[config.mk]
export PLATFORM = sky130hd
export DESIGN_NAME = seg7_mux_driver_n_flat
export DESIGN_NICKNAME = d
export VERILOG_FILES = /design/src/rtl/seg7_mux_driver_n_if.sv /design/src/rtl/seg7_mux_driver_n.sv /design/src/flat_wrapper.sv
export SDC_FILE = /design/constraint.sdc
export NUM_CORES = 1
export LEC_CHECK = 0
export CORE_MARGIN = 5
export CORE_UTILIZATION = 46
export DETAILED_ROUTE_END_ITERATION = 6
export PLACE_DENSITY = 0.65
export SLEW_MARGIN = 20
export SYNTH_ARGS = -nofsm -noshare
export SYNTH_HDL_FRONTEND = slang
export SYNTH_SLANG_ARGS = --single-unit
[constraint.sdc]
create_clock -name clk -period 6.45 [get_ports clk]
set_input_delay 1.29 -clock clk [delete_from_list [all_inputs] [get_ports clk]]
set_output_delay 1.29 -clock clk [all_outputs]
set_load 0.02 [all_outputs]
[src/rtl/seg7_mux_driver_n_if.sv]
// seg7_mux_driver_n_if: value/control inputs and display outputs of the multiplexed 7-segment driver
interface seg7_mux_driver_n_if #(
  parameter int NUM_DIGITS = 4,
  parameter int VALUE_WIDTH = 14
);
  logic [VALUE_WIDTH-1:0] value;
  logic load;
  logic show_error;
  logic blank_lz;
  logic [NUM_DIGITS-1:0] dp_pos;
  logic [3:0] brightness;
  logic busy;
  logic overflow;
  logic [6:0] seg;
  logic dp;
  logic [NUM_DIGITS-1:0] an;
  modport master (
    output value, load, show_error, blank_lz, dp_pos, brightness,
    input busy, overflow, seg, dp, an
  );
  modport slave (
    input value, load, show_error, blank_lz, dp_pos, brightness,
    output busy, overflow, seg, dp, an
  );
endinterface

[src/rtl/seg7_mux_driver_n.sv]
// seg7_mux_driver_n: sequential double-dabble BCD conversion feeding a scanned, PWM-dimmed 7-segment display
module seg7_mux_driver_n #(
  parameter int NUM_DIGITS = 4,
  parameter int VALUE_WIDTH = 14,
  parameter int REFRESH_BITS = 16,
  parameter int ACTIVE_LOW = 1
) (
  input logic clk,
  input logic rst_n,
  seg7_mux_driver_n_if.slave bus
);
  localparam int SD = (VALUE_WIDTH * 302 + 999) / 1000 + 1;
  localparam int SDW = SD > NUM_DIGITS ? SD : NUM_DIGITS;
  localparam int SW = 4 * SDW;
  localparam int DW = 4 * NUM_DIGITS;
  localparam int CW = $clog2(VALUE_WIDTH);
  localparam int IW = $clog2(NUM_DIGITS);
  localparam logic INV = ACTIVE_LOW != 0;
  localparam logic [CW-1:0] LAST = CW'(VALUE_WIDTH - 1);
  localparam logic [IW-1:0] TOP = IW'(NUM_DIGITS - 1);
  localparam logic [IW-1:0] TOP1 = IW'(NUM_DIGITS - 2);
  localparam logic [IW-1:0] TOP2 = IW'(NUM_DIGITS - 3);
  localparam logic [NUM_DIGITS-1:0] AN_ONE = NUM_DIGITS'(1);
  localparam logic [6:0] GLYPH_E = 7'h79;
  localparam logic [6:0] GLYPH_R = 7'h50;
  localparam logic [6:0] GLYPH_DASH = 7'h40;
  localparam logic [15:0][6:0] GLYPHS = {{6{7'h00}}, 7'h6F, 7'h7F, 7'h07, 7'h7D, 7'h6D,
                                         7'h66, 7'h4F, 7'h5B, 7'h06, 7'h3F};
  typedef enum logic [1:0] {IDLE, SHIFT, COMMIT} state_t;
  state_t state, state_d;
  logic start, pending, ovf_q;
  logic [VALUE_WIDTH-1:0] shreg, pend_val, start_val;
  logic [CW-1:0] cnt;
  logic [SW-1:0] scratch, adj;
  logic [DW-1:0] disp;
  logic [REFRESH_BITS-1:0] rc;
  logic [IW-1:0] idx;
  logic [3:0] nib;
  logic lz, dp_d, dp_q;
  logic [6:0] seg_d, seg_q;
  logic [NUM_DIGITS-1:0] an_d, an_q;
  // a load arriving in COMMIT is newer than anything pending, so it takes the restart
  always_comb begin
    start = (state == IDLE && bus.load) || (state == COMMIT && (bus.load || pending));
    start_val = (state == COMMIT && !bus.load) ? pend_val : bus.value;
    state_d = start ? SHIFT : (state == SHIFT) ? (cnt == LAST ? COMMIT : SHIFT) : IDLE;
  end
  always_ff @(posedge clk)
    if (!rst_n) state <= IDLE;
    else state <= state_d;
  always_comb begin
    adj = scratch;
    for (int i = 0; i < SDW; i++)
      adj[4*i +: 4] = scratch[4*i +: 4] >= 4'd5 ? scratch[4*i +: 4] + 4'd3 : scratch[4*i +: 4];
  end
  always_ff @(posedge clk)
    if (!rst_n) begin
      pending <= 1'b0;
      pend_val <= '0;
      ovf_q <= 1'b0;
      disp <= '0;
      cnt <= '0;
      shreg <= '0;
      scratch <= '0;
    end else begin
      if (start) begin
        shreg <= start_val;
        scratch <= '0;
        cnt <= '0;
      end else if (state == SHIFT) begin
        shreg <= shreg << 1;
        scratch <= SW'({adj, shreg[VALUE_WIDTH-1]});
        cnt <= cnt + 1'b1;
      end
      if (state == COMMIT) begin
        disp <= scratch[DW-1:0];
        ovf_q <= |(scratch >> DW);
      end
      pending <= state != COMMIT && (pending || (state == SHIFT && bus.load));
      if (state == SHIFT && bus.load) pend_val <= bus.value;
    end
  // blanking stops at the highest decimal point so "0.7" keeps its leading zero
  always_comb begin
    nib = disp[{idx, 2'b00} +: 4];
    lz = bus.blank_lz && idx != '0 && (disp >> {idx, 2'b00}) == '0 && (bus.dp_pos >> idx) == '0;
    seg_d = bus.show_error ? (idx == TOP ? GLYPH_E : (idx == TOP1 || idx == TOP2) ? GLYPH_R : 7'h00)
          : ovf_q ? GLYPH_DASH : lz ? 7'h00 : GLYPHS[nib];
    dp_d = !bus.show_error && bus.dp_pos[idx];
    an_d = rc[REFRESH_BITS-1 -: 4] <= bus.brightness ? AN_ONE << idx : '0;
  end
  always_ff @(posedge clk)
    if (!rst_n) begin
      rc <= '0;
      idx <= '0;
      seg_q <= {7{INV}};
      dp_q <= INV;
      an_q <= {NUM_DIGITS{INV}};
    end else begin
      rc <= rc + 1'b1;
      if (&rc) idx <= idx == TOP ? '0 : idx + 1'b1;
      seg_q <= seg_d ^ {7{INV}};
      dp_q <= dp_d ^ INV;
      an_q <= an_d ^ {NUM_DIGITS{INV}};
    end
  assign bus.busy = state != IDLE;
  assign bus.overflow = ovf_q;
  assign bus.seg = seg_q;
  assign bus.dp = dp_q;
  assign bus.an = an_q;
endmodule

[src/flat_wrapper.sv]
// flat-port wrapper written by rule: the top's interface ports become plain ports
module seg7_mux_driver_n_flat 
#(
  parameter int NUM_DIGITS = 4,
  parameter int VALUE_WIDTH = 14,
  parameter int REFRESH_BITS = 16,
  parameter int ACTIVE_LOW = 1
)
  (clk, rst_n, bus_value, bus_load, bus_show_error, bus_blank_lz, bus_dp_pos, bus_brightness, bus_busy, bus_overflow, bus_seg, bus_dp, bus_an);
  seg7_mux_driver_n_if #(.NUM_DIGITS(NUM_DIGITS), .VALUE_WIDTH(VALUE_WIDTH)) bus_i ();
  input logic clk;
  input logic rst_n;
  input wire logic [$bits(bus_i.value)-1:0] bus_value;
  input wire logic [$bits(bus_i.load)-1:0] bus_load;
  input wire logic [$bits(bus_i.show_error)-1:0] bus_show_error;
  input wire logic [$bits(bus_i.blank_lz)-1:0] bus_blank_lz;
  input wire logic [$bits(bus_i.dp_pos)-1:0] bus_dp_pos;
  input wire logic [$bits(bus_i.brightness)-1:0] bus_brightness;
  output wire logic [$bits(bus_i.busy)-1:0] bus_busy;
  output wire logic [$bits(bus_i.overflow)-1:0] bus_overflow;
  output wire logic [$bits(bus_i.seg)-1:0] bus_seg;
  output wire logic [$bits(bus_i.dp)-1:0] bus_dp;
  output wire logic [$bits(bus_i.an)-1:0] bus_an;
  assign bus_i.value = bus_value;
  assign bus_i.load = bus_load;
  assign bus_i.show_error = bus_show_error;
  assign bus_i.blank_lz = bus_blank_lz;
  assign bus_i.dp_pos = bus_dp_pos;
  assign bus_i.brightness = bus_brightness;
  assign bus_busy = bus_i.busy;
  assign bus_overflow = bus_i.overflow;
  assign bus_seg = bus_i.seg;
  assign bus_dp = bus_i.dp;
  assign bus_an = bus_i.an;
  seg7_mux_driver_n #(.NUM_DIGITS(NUM_DIGITS), .VALUE_WIDTH(VALUE_WIDTH), .REFRESH_BITS(REFRESH_BITS), .ACTIVE_LOW(ACTIVE_LOW)) u_core (.clk(clk), .rst_n(rst_n), .bus(bus_i));
endmodule
==> out/metrics.yaml <==
timing:
  setup_violations: 0
  period_share_pct: 50.35
  slew_headroom_pct: 27.44
  hold_viol: 0
  period_needed_ns: 3.248
  worst_slew_pin_slew_ns: 1.087
  clock-skew-final_ns: 0.008879
  fmax_mhz: 307.9
  rsz0062_at_grt: "no"
  slew_viol_final: 0
  setup_tns_ns: 0
power:
  swShare_pct: 25.17
  p_int_w: 0.0009111
  power_w: 0.001218
  power_frac_seq_pct: 56.2
  power_density_mw_per_mm2: 210.1
  ir_worst_vdd_mv: 0.1092
  p_sw_w: 0.0003065
  p_leak_nw: 2.073
  clkPwrFrac_pct: 35.4
  combPwrFrac_pct: 8.4
die:
  initial_core_util_pct: 47.12
  fp.dieW_microns: 115.6
  rows: 38
  coreArea_sq_mm: 0.01089
  die-area_sq_mm: 0.01336
  ios: 41
  die_y_microns: 115.6
layout:
  fin_util_pct: 53.23
  area_delta_synth_final_pct: 12.98
  diodes: 0
  layout.nets: 694
  final_layout_size_suffix_gt1_share_pct: 4.050
clock_tree:
  clk_latency_ns: 0.37
  cts_sinks: 106
  cts_tree: "done"
  clk_pin_slew_worst_paths_ns: 0.09
  ctsResizeCount: 0
  hold_buffers: 0
  post_cts.repair.setup_buffers: 0
  numCtsBuffers: 9
  htree_levels: 3
  cts-root-buf: "clkbuf_8"
  clk_path_buf_depth: 2
yosys:
  synth_top_cell_area_share_pct: 41.37
  synth_edf_count: 0
  synth_seq_cells: 106
  yosysMostFrequentCell: "nand2_1"
  synth_top_area_cell: "dfxtp_1"
  synth_seq_area_share_pct: 41.37
  yosysWarningCount: 0
  syn-cell-area_sq_mm: 0.005130
  synth_common_cells: "119 x nand2_1, 106 x dfxtp_1, 65 x a21oi_1, 41 x nor2_1, 30 x ha_1"
  syn_area_per_cell_sq_um: 8.314
  synth_area_leaders: "dfxtp_1 41%, nand2_1 8.7%, ha_1 7.3%, a21oi_1 6.3%, nor2_1 3.0%"
  synth_cell_types: 46
  synthesis.nets: 674
  async_reset_ff_share_pct: 0
  ys.flop_type: "dfxtp_1"
  syn_inst: 617
worst_setup_path:
  r2r-start: "u_core.idx[0]"
  r2r-end: "u_core.bus.seg[5]"
  startpoint_type: "input port"
  crit_path_end_kind: "register"
  reg2reg_slack_ns: 3.77
  setup.worst_path.class: "input port to register"
  worstRegToRegCells: 7
  crit_arrival_ns: 3.52
  cp_max_fo: 28
  required_ns: 6.72
routing:
  firstDrtPassIters: 4
  first_iter_violations: 236
  final_antenna_net_count: 0
  dr_total_vias: 4112
  routedWlPerCell_microns: 12.99
  drc_errors: 0
  via_per_inst: 5.258
  wl_mm: 10.16
global_routing:
  grt_pass1_vias: 3852
  grt.total_usage_pct: 15.73
  antenna_found_initial: 0
  grt_overflow: 0
  grt_pass1_wl_mm: 17.43
  grt_max_degree: 65
hold_path:
  worstHoldEndpoint: "u_core.disp[0]"
  hold_start: "u_core.disp[0]"
  hold_class: "register to register"
  whs_path_depth: 2
placement:
  port_buffers: 40
  hpwl_mm: 7.040
  gp_congestion: 0.7705
job:
  cap_viol_max_count: 0
status:
  status: "finished clean"
==> worst max-delay path by stage <==
stage,end,slack (ns),cells after the start,from
global route,u_core.scratch[20],2.87,5,bus_load
finish,u_core.scratch[20],3.20,5,bus_load
detailed placement,u_core.scratch[20],2.79,5,bus_load
global placement,u_core.cnt[1],2.87,5,bus_load
CTS,u_core.scratch[20],3.19,5,bus_load
floorplan,u_core.bus.an[1],3.91,7,bus_brightness[1]
==> through the flow <==
step	area [sq um]	cells	setup slack, ns	hold WS [ns]
2_1_floorplan	5130	617	3.909	0.4319
3_3_place_gp	5585	766	2.870	0.4393
3_5_place_dp	5585	766	2.791	0.4476
4_1_cts	5796	782	3.190	0.4611
5_1_grt	5796	782	2.875	0.4910
6_report	5796	782	3.202	0.4574
==> power by group through the flow <==
stage / registers [W] / clock network [W] / logic (W)
6_report: 0.000685 / 0.000431 / 0.000103
5_1_grt: 0.000688 / 0.000467 / 0.000115
4_1_cts: 0.000685 / 0.000443 / 0.000104
3_5_place_dp: 0.000699 / 0 / 0.000103
3_3_place_gp: 0.000699 / 0 / 0.000101
2_1_floorplan: 0.000700 / 0 / 0.0000612
==> layout by cell type, fill, tap and decap left out, types with 13 or more instances in the layout <==
cell,netlist,routed
a211oi_1,16,16
a311oi_1,14,14
nand3_1,17,17
dfxtp_1,106,106
ha_1,30,30
nor2b_1,17,16
o21ai_0,25,25
nand2_1,119,119
clkdlybuf4s50_1,0,40
inv_1,24,24
xnor2_1,13,13
nor2_1,41,41
a21oi_1,65,65
xor2_1,14,14
==> logic make-up (layout without fill, tap and decap cells) <==
group	Yosys count	in the layout	synth area share [%]
xor gates and xnor gates	27	27	4.610
and+or+nand+nor	248	248	22.27
adders and majority gates	30	30	7.317
muxes	14	14	4.244
DFF	106	106	41.37
AOI/OAI and AO/OA	133	133	15.54
buffers and inverters	59	84	4.659
==> registers in the layout, indices dropped and copies added (netlist names) <==
register and count:
u_core.disp 16, u_core.bus.overflow 1, u_core.pending 1, u_core.scratch 24, u_core.idx 2, u_core.bus.dp 1, u_core.rc 16, u_core.bus.seg 7
u_core.shreg 14, u_core.pend_val 14, u_core.cnt 4, u_core.state 2, u_core.bus.an 4
==> layout make-up <==
class | instances | area, sq um
fillers | 1051 | 5092
multi-input cells | 452 | 2771
flip-flops and latches | 106 | 2122
repair buffers | 43 | 422.9
well taps | 140 | 175.2
clock buffers | 10 | 137.6
inverters | 25 | 93.84
clock inverters | 6 | 72.57
==> worst max-delay path, stage by stage <==
cell             delay, ns
clkdlybuf4s50_1       0.47
a21oi_1               0.17
or2_2                 0.48
nand2_1               0.69
a211oi_1              0.39
==> layer usage <==
metal	GRT usage, %	vias up	wire (microns)
li1	-	2150	-
met1	20.23	1885	4818
met2	26.85	64	4789
met3	2.350	13	386
met4	5.712	0	164
met5	0	-	0
Note: power is estimated with default switching activity, not from simulation.
